==> src/rtl/j_count_pkg.sv <==
// Shared definitions for the j_count_n Johnson/serial counter family:
// mode encodings and the helper that sizes the step index output.
package j_count_pkg;

    localparam logic [1:0] MODE_HOLD  = 2'b00;
    localparam logic [1:0] MODE_UP    = 2'b01;
    localparam logic [1:0] MODE_DOWN  = 2'b10;
    localparam logic [1:0] MODE_SHIFT = 2'b11;

    // Number of bits needed to index every position of a 2*width Johnson cycle.
    function automatic int step_width(input int width);
        return $clog2(2 * width);
    endfunction

endpackage

==> src/rtl/j_count_decode.sv <==
// Combinational decode of a Johnson counter state into its cycle position
// (step) and a flag telling whether the state is one of the 2*WIDTH legal codes.
module j_count_decode
    import j_count_pkg::*;
#(
    parameter int   WIDTH = 4,
    localparam int  SW    = step_width(WIDTH)
) (
    input  logic [WIDTH-1:0] q,
    output logic [SW-1:0]    step,
    output logic             valid
);

    // 2*WIDTH taken modulo 2**SW; subtracting from it modulo 2**SW yields
    // exactly 2*WIDTH - ones because the result always lies in 0..2*WIDTH-1.
    localparam logic [SW-1:0] TWO_W = SW'(2 * WIDTH);

    logic [SW-1:0]    ones;
    logic [WIDTH-1:0] q_inv;

    // Step is the popcount on the filling half and 2*WIDTH minus it on the draining half.
    always_comb begin
        ones = '0;
        for (int i = 0; i < WIDTH; i++) begin
            ones = ones + {{(SW-1){1'b0}}, q[i]};
        end
        step = q[WIDTH-1] ? (TWO_W - ones) : ones;
    end

    // Legal codes are a run of ones from bit 0 or a run of ones from the MSB;
    // a value of the form 2**k-1 is the only one for which x & (x+1) is zero.
    always_comb begin
        q_inv = ~q;
        valid = ((q & (q + WIDTH'(1))) == '0) ||
                ((q_inv & (q_inv + WIDTH'(1))) == '0);
    end

endmodule

==> src/rtl/j_count_n.sv <==
// WIDTH-bit Johnson up/down counter with serial shift, parallel load and hold,
// a step index, a cycle wrap pulse and illegal-state detection.
// Optional build macro J_COUNT_SELF_CORRECT_EN: when defined, an illegal state
// seen while counting up or down is forced back to zero and flagged on err.
module j_count_n
    import j_count_pkg::*;
#(
    parameter int   WIDTH = 4,
    localparam int  SW    = step_width(WIDTH)
) (
    input  logic             clk,
    input  logic             reset,
    input  logic             en,
    input  logic [1:0]       mode,
    input  logic             din,
    input  logic             load,
    input  logic [WIDTH-1:0] load_val,
    output logic [WIDTH-1:0] Q,
    output logic [SW-1:0]    step,
    output logic             valid,
    output logic             wrap,
    output logic             err
);

    // The last code of the cycle (step 2*WIDTH-1); up from here, or down into
    // here from zero, is the cycle wrap.
    localparam logic [WIDTH-1:0] MSB_ONLY = {1'b1, {(WIDTH-1){1'b0}}};

    logic [WIDTH-1:0] q_q, q_d;
    logic             wrap_q, wrap_d;
    logic             err_q, err_d;

    j_count_decode #(
        .WIDTH (WIDTH)
    ) u_decode (
        .q     (q_q),
        .step  (step),
        .valid (valid)
    );

    // Next-state selection: load beats enable, enable beats mode.
    always_comb begin
        q_d    = q_q;
        wrap_d = 1'b0;
        err_d  = 1'b0;
        if (load) begin
            q_d = load_val;
        end else if (en) begin
            case (mode)
                MODE_UP: begin
                    q_d    = {q_q[WIDTH-2:0], ~q_q[WIDTH-1]};
                    wrap_d = (q_q == MSB_ONLY);
`ifdef J_COUNT_SELF_CORRECT_EN
                    if (!valid) begin
                        q_d    = '0;
                        wrap_d = 1'b0;
                        err_d  = 1'b1;
                    end
`endif
                end
                MODE_DOWN: begin
                    q_d    = {~q_q[0], q_q[WIDTH-1:1]};
                    wrap_d = (q_q == '0);
`ifdef J_COUNT_SELF_CORRECT_EN
                    if (!valid) begin
                        q_d    = '0;
                        wrap_d = 1'b0;
                        err_d  = 1'b1;
                    end
`endif
                end
                MODE_SHIFT: begin
                    q_d = {q_q[WIDTH-2:0], din};
                end
                default: begin
                    q_d = q_q;
                end
            endcase
        end
    end

    // State and pulse registers, cleared immediately by reset.
    always_ff @(posedge clk or posedge reset) begin
        if (reset) begin
            q_q    <= '0;
            wrap_q <= 1'b0;
            err_q  <= 1'b0;
        end else begin
            q_q    <= q_d;
            wrap_q <= wrap_d;
            err_q  <= err_d;
        end
    end

    assign Q    = q_q;
    assign wrap = wrap_q;
    assign err  = err_q;

endmodule

==> config.mk <==
export PLATFORM = sky130hd
export DESIGN_NAME = j_count_n
export DESIGN_NICKNAME = d
export VERILOG_FILES = /design/src/rtl/j_count_pkg.sv /design/src/rtl/j_count_decode.sv /design/src/rtl/j_count_n.sv
export SDC_FILE = /design/constraint.sdc
export NUM_CORES = 1
export LEC_CHECK = 0
export BUFFER_PORTS_ARGS = -buffer_cell sky130_fd_sc_hd__buf_2
export CORE_AREA = 3 3 41 43
export CTS_BUF_LIST = sky130_fd_sc_hd__clkbuf_16
export CTS_CLUSTER_SIZE = 28
export DETAILED_ROUTE_END_ITERATION = 16
export DIE_AREA = 0 0 44 46
export GPL_ROUTABILITY_DRIVEN = 0
export PLACE_DENSITY_LB_ADDON = 0.1
export SLEW_MARGIN = 0
export SYNTH_ARGS = -nofsm -noshare
export SYNTH_HDL_FRONTEND = slang
export SYNTH_HIERARCHICAL = 1
export SYNTH_SLANG_ARGS = --single-unit
==> constraint.sdc <==
create_clock -name clk -period 2.51 [get_ports clk]
set_input_delay 0.251 -clock clk [delete_from_list [all_inputs] [get_ports clk]]
set_output_delay 0.251 -clock clk [all_outputs]
set_load 0.05 [all_outputs]
==> out/summary.txt, run 1 <==
status -> finished with violations
failing checks -> setup timing
Hold WC Path Type -> input port to flop
# DRC -> 0
Setup crit start -> Q[0]$_DFFE_PP0P_
PwrDens -> 877 nW/µm²
Min Clock Period, post-route -> 2580 ps
Slew @ Worst Pin -> 486 ps
total of max-cap violations -> 0
required time of the critical path -> 2260 ps
Worst Hold Path EP -> Q[0]$_DFFE_PP0P_
Starting Density -> 44.6%
Mapped Cells -> 67
Area Overhead vs Synth -> 55.2%
Net count, final -> 118
final worst path period share -> 103%
largest net degree at the start of global routing -> 10
drt wl/cell -> 13.6 µm
skew final -> 4.55 ps
GR Util All Layers -> 17.6%
min-delay src -> load_val[0]
worst reg2reg startpoint -> Q[0]$_DFFE_PP0P_
Post-Synthesis Cell Area -> 594 µm²
fraction of layout cells with a size suffix above 1 -> 50.5%
Clock Path Buffers -> 2
r2r endpoint -> wrap$_DFF_PP0_
die height -> 46 µm
hold depth -> 3
CTS Root Cell -> clkbuf_16
Slew Viols, Final -> 0
Final Power -> 0.808 mW
worst rel slew slack -> 66.8%
CORE AREA -> 1330 µm²
Final setup viols -> 2
critical path class -> flop to output pin
Seq cells post-synth -> 5
total congestion overflow -> 0
FF-to-FF path depth -> 3
Worst setup SP type -> flop
Peak Freq -> 387 MHz
Post-Route WL -> 1500 µm
HPWL Detailed -> 1110 µm
VDD IR max -> 0.639 mV
R2R Setup Slk -> 940 ps
WP data arrival -> 2330 ps
Reg clk slew, reported paths -> 30 ps
drt pass-1 iters -> 4
CP endpoint kind -> output pin
input/output buffers -> 19
first-pass GRT wire length -> 2480 µm
leak pwr -> 0.446 nW
CTS Sinks -> 5
worst skew pair latency -> 230 ps
library cells used by synthesis -> 28
Die Wd -> 44 µm
RSZ-0062 raised after global routing -> true
FP Rows -> 13
Seq/Total Area, Yosys -> 21.1%
vias in the first global route -> 551
initial antenna violation count -> 0
syn avg cell area -> 8.87 µm²
routed via count -> 569
synthesized net count -> 89
antenna-violating nets left -> 0
Hold Fails Final Rpt -> 0
number of buffers created by CTS -> 3
Inserted Diodes -> 0
# H-tree levels -> 1
CP max FO -> 2
Finished Cell Area -> 922 µm²
I/O Pins -> 21
Die ar. -> 2020 µm²
Placed Area -> 803 µm²
TritonCTS clock tree -> built
vias per inst -> 5.17
Final WS setup -> -73.5 ps
final hold slack -> 238 ps
DRT iter0 DRCs -> 6
yosys warns -> 6
[layout by cell type, fill, tap and decap left out, types with 2 or more instances in the layout]
cell type   n
dfrtp_4     3
ha_4        3
nand2_1     5
buf_4       6
a2111oi_0   3
buf_2      17
clkbuf_16   3
ha_1        7
nor2b_1     2
nor3_1      2
buf_6       2
inv_2       3
inv_4       3
inv_1       6
a21oi_1     4
nand2b_1    2
and2_1      2
o31ai_1     4
dfrtp_1     2
[worst max-delay path: stages, from the launching register on]
cell      delay [ps]
dfrtp_4          410
inv_4             40
fa_1             550
inv_2             50
ha_4             150
ha_4             260
inv_4             30
ha_4             130
nand2b_4         150
xnor2_4          140
buf_6            170
[cell usage after synthesis]
master,n,area (µm²)
o31ai_1,4,30.0
o21bai_1,1,7.51
o32ai_2,1,16.3
conb_1,1,3.75
dfrtp_1,5,125
and2_1,2,12.5
xnor2_1,1,8.76
nand2b_1,3,18.8
a21oi_1,4,20.0
inv_2,1,3.75
a2111oi_0,3,26.3
nor2b_2,1,8.76
nor2b_1,2,12.5
nor4_1,1,6.26
mux2i_1,1,10.0
ha_1,10,125
nor4_2,1,12.5
o21ai_0,1,5.00
a31oi_2,1,12.5
fa_1,1,20.0
a22o_1,1,8.76
or4_4,1,11.3
inv_1,10,37.5
nor2_1,1,3.75
nor3_1,2,10.0
buf_6,1,11.3
nand2_1,5,18.8
buf_4,1,7.51
[final cells by class]
type,instances,area (µm²)
Clock inverter,1,3.75
Fill cell,116,412
Clock buffer,3,75.1
Inverter,11,48.8
Sequential cell,5,136
Multi-Input combinational cell,49,477
Timing Repair Buffer,26,163
Tap cell,15,18.8
[power breakdown]
part | leakage, nW | internal, mW | switching (mW) | total, mW
logic | 0.345 | 0.172 | 0.268 | 0.440
clock network | 0.0423 | 0.207 | 0.0602 | 0.267
registers | 0.0587 | 0.0926 | 0.00804 | 0.101
total | 0.446 | 0.472 | 0.336 | 0.808
[repair_timing]
action,4_1_cts,5_1_grt
endpoints found under the setup margin,2,2
resized for setup,5,0
buffers inserted,2,0
hold buffers,1,0
endpoints found under the hold margin,5,0
pin swaps,4,0
[logic make-up after synthesis]
family                     synth area share, %
muxes                                     1.68
and+or+nand+nor                           19.4
adders and majority gates                 24.4
xor gates and xnor gates                  1.47
buffers and inverters                     10.1
DFF                                       21.1
AOI/OAI and AO/OA                         21.3
other                                    0.631
[worst max-delay path by stage]
stage | cells after the start | to | slack (ps)
finish | 10 | step[2] | -70
global route | 10 | step[2] | -120
CTS | 10 | step[2] | -80
detailed placement | 10 | step[2] | 40
global placement | 10 | step[2] | 80
floorplan | 9 | step[2] | -60
[flip-flops by register name (all words and copies together), names as in the netlist]
signal and count:
Q 4, wrap 1
[stage by stage]
stage,util [%],setup slack (ps),cells,setup TNS [ps]
detailed placement,60.2,37.9,103,0
finish,69.1,-73.5,110,-80.4
global route,69.1,-119,110,-184
floorplan,-,-56.2,67,-56.2
CTS,69.1,-81.6,110,-98.8
global placement,60.2,83.8,103,0
[metal layers]
layer | GRT usage (%) | vias up | share of wire (%)
li1 | - | 285 | -
met1 | 20.9 | 264 | 43
met2 | 29.9 | 17 | 49
met3 | 3.56 | 3 | 5.7
met4 | 9.04 | 0 | 2.1
met5 | 0 | - | 0
Note: power is estimated with default switching activity, not from simulation.
==> run 2, diff against run 1 <==
--- a/config.mk
+++ b/config.mk
@@ -6,15 +6,14 @@
 export NUM_CORES = 1
 export LEC_CHECK = 0
 export BUFFER_PORTS_ARGS = -buffer_cell sky130_fd_sc_hd__buf_2
-export CORE_AREA = 3 3 41 43
+export CORE_AREA = 2 2 39 41
 export CTS_BUF_LIST = sky130_fd_sc_hd__clkbuf_16
 export CTS_CLUSTER_SIZE = 28
 export DETAILED_ROUTE_END_ITERATION = 16
-export DIE_AREA = 0 0 44 46
+export DIE_AREA = 0 0 41 43
 export GPL_ROUTABILITY_DRIVEN = 0
 export PLACE_DENSITY_LB_ADDON = 0.1
 export SLEW_MARGIN = 0
 export SYNTH_ARGS = -nofsm -noshare
 export SYNTH_HDL_FRONTEND = slang
-export SYNTH_HIERARCHICAL = 1
 export SYNTH_SLANG_ARGS = --single-unit
==> run 2 against run 1 <==
The flow now finishes without violations. Sequential power decreased by 6%. Largest power group unchanged. Worst hold slack improved by 2.9 ps. Clock power decreased by 3%. Critical path type unchanged. Core utilization decreased by 8.0 points. Largest cell class unchanged. Non-clock buffer count unchanged. Power decreased by 11%. Register-to-register slack improved by 240 ps. Critical path depth increased by 1.
==> out/summary.txt, run 2 <==
worst skew pair latency -> 220 ps (about the same)
Die ar. -> 1760 µm² (-13%)
Mapped Cells -> 68 (+1.5%)
Die Wd -> 41 µm (-6.8%)
antenna-violating nets left -> 0 (unchanged)
Multi-input gate area -> 414 µm² (-13%)
PwrDens -> 851 nW/µm² (-2.9%)
leak pwr -> 0.436 nW (-2.2%)
number of buffers created by CTS -> 3 (unchanged)
total congestion overflow -> 0 (unchanged)
Hold Fails Final Rpt -> 0 (unchanged)
CP max stage cell -> dfrtp_2
CP Cell Sequence -> inv_4, ha_4, inv_1, fa_2, inv_1, ha_1, inv_2, ha_1, nand2b_4, xnor2_4, buf_6
CP endpoint kind -> output pin
most frequent cells in the layout -> 18 x buf_2, 9 x inv_1, 8 x ha_1
initial antenna violation count -> 0 (unchanged)
hold depth -> 3 (unchanged)
CP delay by family, top -> adder cells
DRT iter0 DRCs -> 11 (+5)
yosys warns -> 0 (-6)
Final WS setup -> 95.1 ps (+169 ps)
Min Clock Period, post-route -> 2410 ps (-169 ps)
Final setup viols -> 0 (-2)
RSZ-0062 raised after global routing -> false
Synth area leader -> dfrtp_1
register area -> 129 µm² (-5.5%)
TritonCTS clock tree -> built
worst reg2reg startpoint -> Q[1]$_DFFE_PP0P_
VDD IR max -> 0.317 mV (-50%)
largest family of logic cells by synthesized area -> adder cells
CTS Root Cell -> clkbuf_16
skew final -> 1.48 ps (-3.06 ps)
Hold WC Path Type -> input port to flop
Fin Setup TNS -> 0 ps (+80.4 ps)
drt wl/cell -> 12.2 µm (-11%)
FP Rows -> 14 (+1)
Synth top area share -> 22.5% (+1.5 points)
CP max stage delay -> 370 ps (-180 ps)
Largest register FFs -> 4 (unchanged)
Post-Route WL -> 1350 µm (-9.9%)
min-delay src -> load_val[1]
CORE AREA -> 1380 µm² (+3.8%)
top cells by area, synth -> dfrtp_1 23%, ha_1 20%, inv_1 7.4%
Worst Hold Path EP -> Q[1]$_DFFE_PP0P_
vias per inst -> 4.98 (-3.7%)
most common cell after layout, fill and taps aside -> buf_2
cell with the most instances after synthesis -> inv_1
first-pass GRT wire length -> 2340 µm (-5.8%)
# DRC -> 0 (unchanged)
Starting Density -> 40.1% (-4.4 points)
largest net degree at the start of global routing -> 10 (unchanged)
dominant synthesized flop cell -> dfrtp_1
# H-tree levels -> 1 (unchanged)
Peak Freq -> 414 MHz (+7.0%)
Inserted Diodes -> 0 (unchanged)
critical path class -> flop to output pin
Levels on crit path -> 11 (+1)
synthesized net count -> 89 (unchanged)
input/output buffers -> 19 (unchanged)
r2r endpoint -> Q[0]$_DFFE_PP0P_
fraction of layout cells with a size suffix above 1 -> 42.1% (-8.4 points)
fill cell count -> 134 (+16%)
Post-Synthesis Cell Area -> 556 µm² (-6.5%)
Adder-Cell Fraction of Synth Area -> 23.9% (-0.55 points)
Finished Cell Area -> 846 µm² (-8.3%)
WP data arrival -> 2160 ps (-170 ps)
Area Overhead vs Synth -> 52.3%
CTS Sinks -> 5 (unchanged)
Seq cells post-synth -> 5 (unchanged)
required time of the critical path -> 2260 ps (about the same)
Net count, final -> 117 (-0.85%)
status -> finished, final reports clean
Worst setup SP type -> flop
HPWL Detailed -> 1050 µm (-5.3%)
Slew Viols, Final -> 0 (unchanged)
CP max FO -> 3 (+1)
CP bufs+invs -> 5 (+1)
Reg clk slew, reported paths -> 30 ps (about the same)
pre-CTS setup slack -> 145 ps (+108 ps)
Synth Area in Compound Gates -> 22.1% (+0.81 points)
mux cell area share after synthesis -> 1.80% (+0.12 points)
routed via count -> 553 (-2.8%)
library cells used by synthesis -> 27 (-3.6%)
Clock Path Buffers -> 2 (unchanged)
vias in the first global route -> 543 (-1.5%)
I/O Pins -> 21 (unchanged)
Final Power -> 0.720 mW (-11%)
Seq/Total Area, Yosys -> 22.5% (+1.5 points)
total of max-cap violations -> 0 (unchanged)
XOR/XNOR share of the synthesized area -> 1.58% (+0.10 points)
die height -> 43 µm (-6.5%)
final worst path period share -> 96.2% (-6.7 points)
R2R Setup Slk -> 1180 ps (+240 ps)
Simple-Gate Fraction of Synth Area -> 16.4% (-2.9 points)
top post-synthesis cells by count -> 11 x inv_1, 9 x ha_1, 5 x dfrtp_1, 5 x nand2_1
syn avg cell area -> 8.17 µm² (-7.9%)
GR Util All Layers -> 19.5% (+1.9 points)
FF-to-FF path depth -> 4 (+1)
drt pass-1 iters -> 4 (unchanged)
Placed Area -> 718 µm² (-11%)
FFs w/ async S/R, synth -> 100% (unchanged)
Post-synth EDFFs -> 0 (unchanged)
-- run 2: through the flow --
stage | utilization [%] | std cells | hold WS [ps]
6_report | 61.1 | 111 | 241
5_1_grt | 61.1 | 111 | 266
4_1_cts | 59.0 | 109 | 240
3_5_place_dp | 51.9 | 104 | 162
3_3_place_gp | 51.9 | 104 | 145
2_1_floorplan | - | 68 | 29.3
-- run 2: worst max path at each step --
| stage | startpoint | end | slack, ps |
|---|---|---|---|
| 2_1_floorplan | Q[1]$_DFFE_PP0P_ | step[2] | 30 |
| 3_3_place_gp | Q[1]$_DFFE_PP0P_ | step[2] | 170 |
| 3_5_place_dp | Q[1]$_DFFE_PP0P_ | step[2] | 150 |
| 4_1_cts | Q[1]$_DFFE_PP0P_ | step[2] | 20 |
| 5_1_grt | Q[0]$_DFFE_PP0P_ | step[2] | 10 |
| 6_report | Q[0]$_DFFE_PP0P_ | step[2] | 100 |
-- run 2: power by group --
group / internal (mW) / switching (mW)
registers: 0.0899 / 0.00555
logic: 0.131 / 0.235
clock network: 0.206 / 0.0514
total: 0.428 / 0.292
-- run 2: final cells by class --
type / instances / share of cell area, %
flip-flops and latches: 5 / 15.2
inverters: 12 / 5.62
well taps: 16 / 2.37
clock buffers: 3 / 8.88
repair buffers: 26 / 18.5
multi-input cells: 48 / 49.0
clock inverters: 1 / 0.444
-- run 2: routing by layer --
metal  up-vias  wire length (µm)  part of all wire, %  GRT usage (%)
li1        286                 -                    -              -
met1       257               640                   47           25.2
met2        10               673                   50           30.3
met3         0                37                  2.7           1.57
met4         0                 0                    0           10.7
met5         -                 0                    0              0
-- run 2: logic make-up after synthesis --
| family | after synthesis |
|---|---|
| other | 1 |
| muxes | 1 |
| xor gates and xnor gates | 1 |
| AOI/OAI and AO/OA | 17 |
| and+or+nand+nor | 18 |
| buffers and inverters | 15 |
| adders and majority gates | 10 |
| DFF | 5 |
-- run 2: tightest hold or removal path, stage by stage --
cell and delay, ps:
buf_2 70, nand2_1 50, o31ai_1 60
-- run 2: what timing repair did --
action | CTS | global route
buffers inserted | 0 | 2
endpoints found under the setup margin | 2 | 2
hold buffers | 1 | 0
endpoints found under the hold margin | 5 | 0
resized for setup | 4 | 3
pin swaps | 0 | 0
cloned | 0 | 0
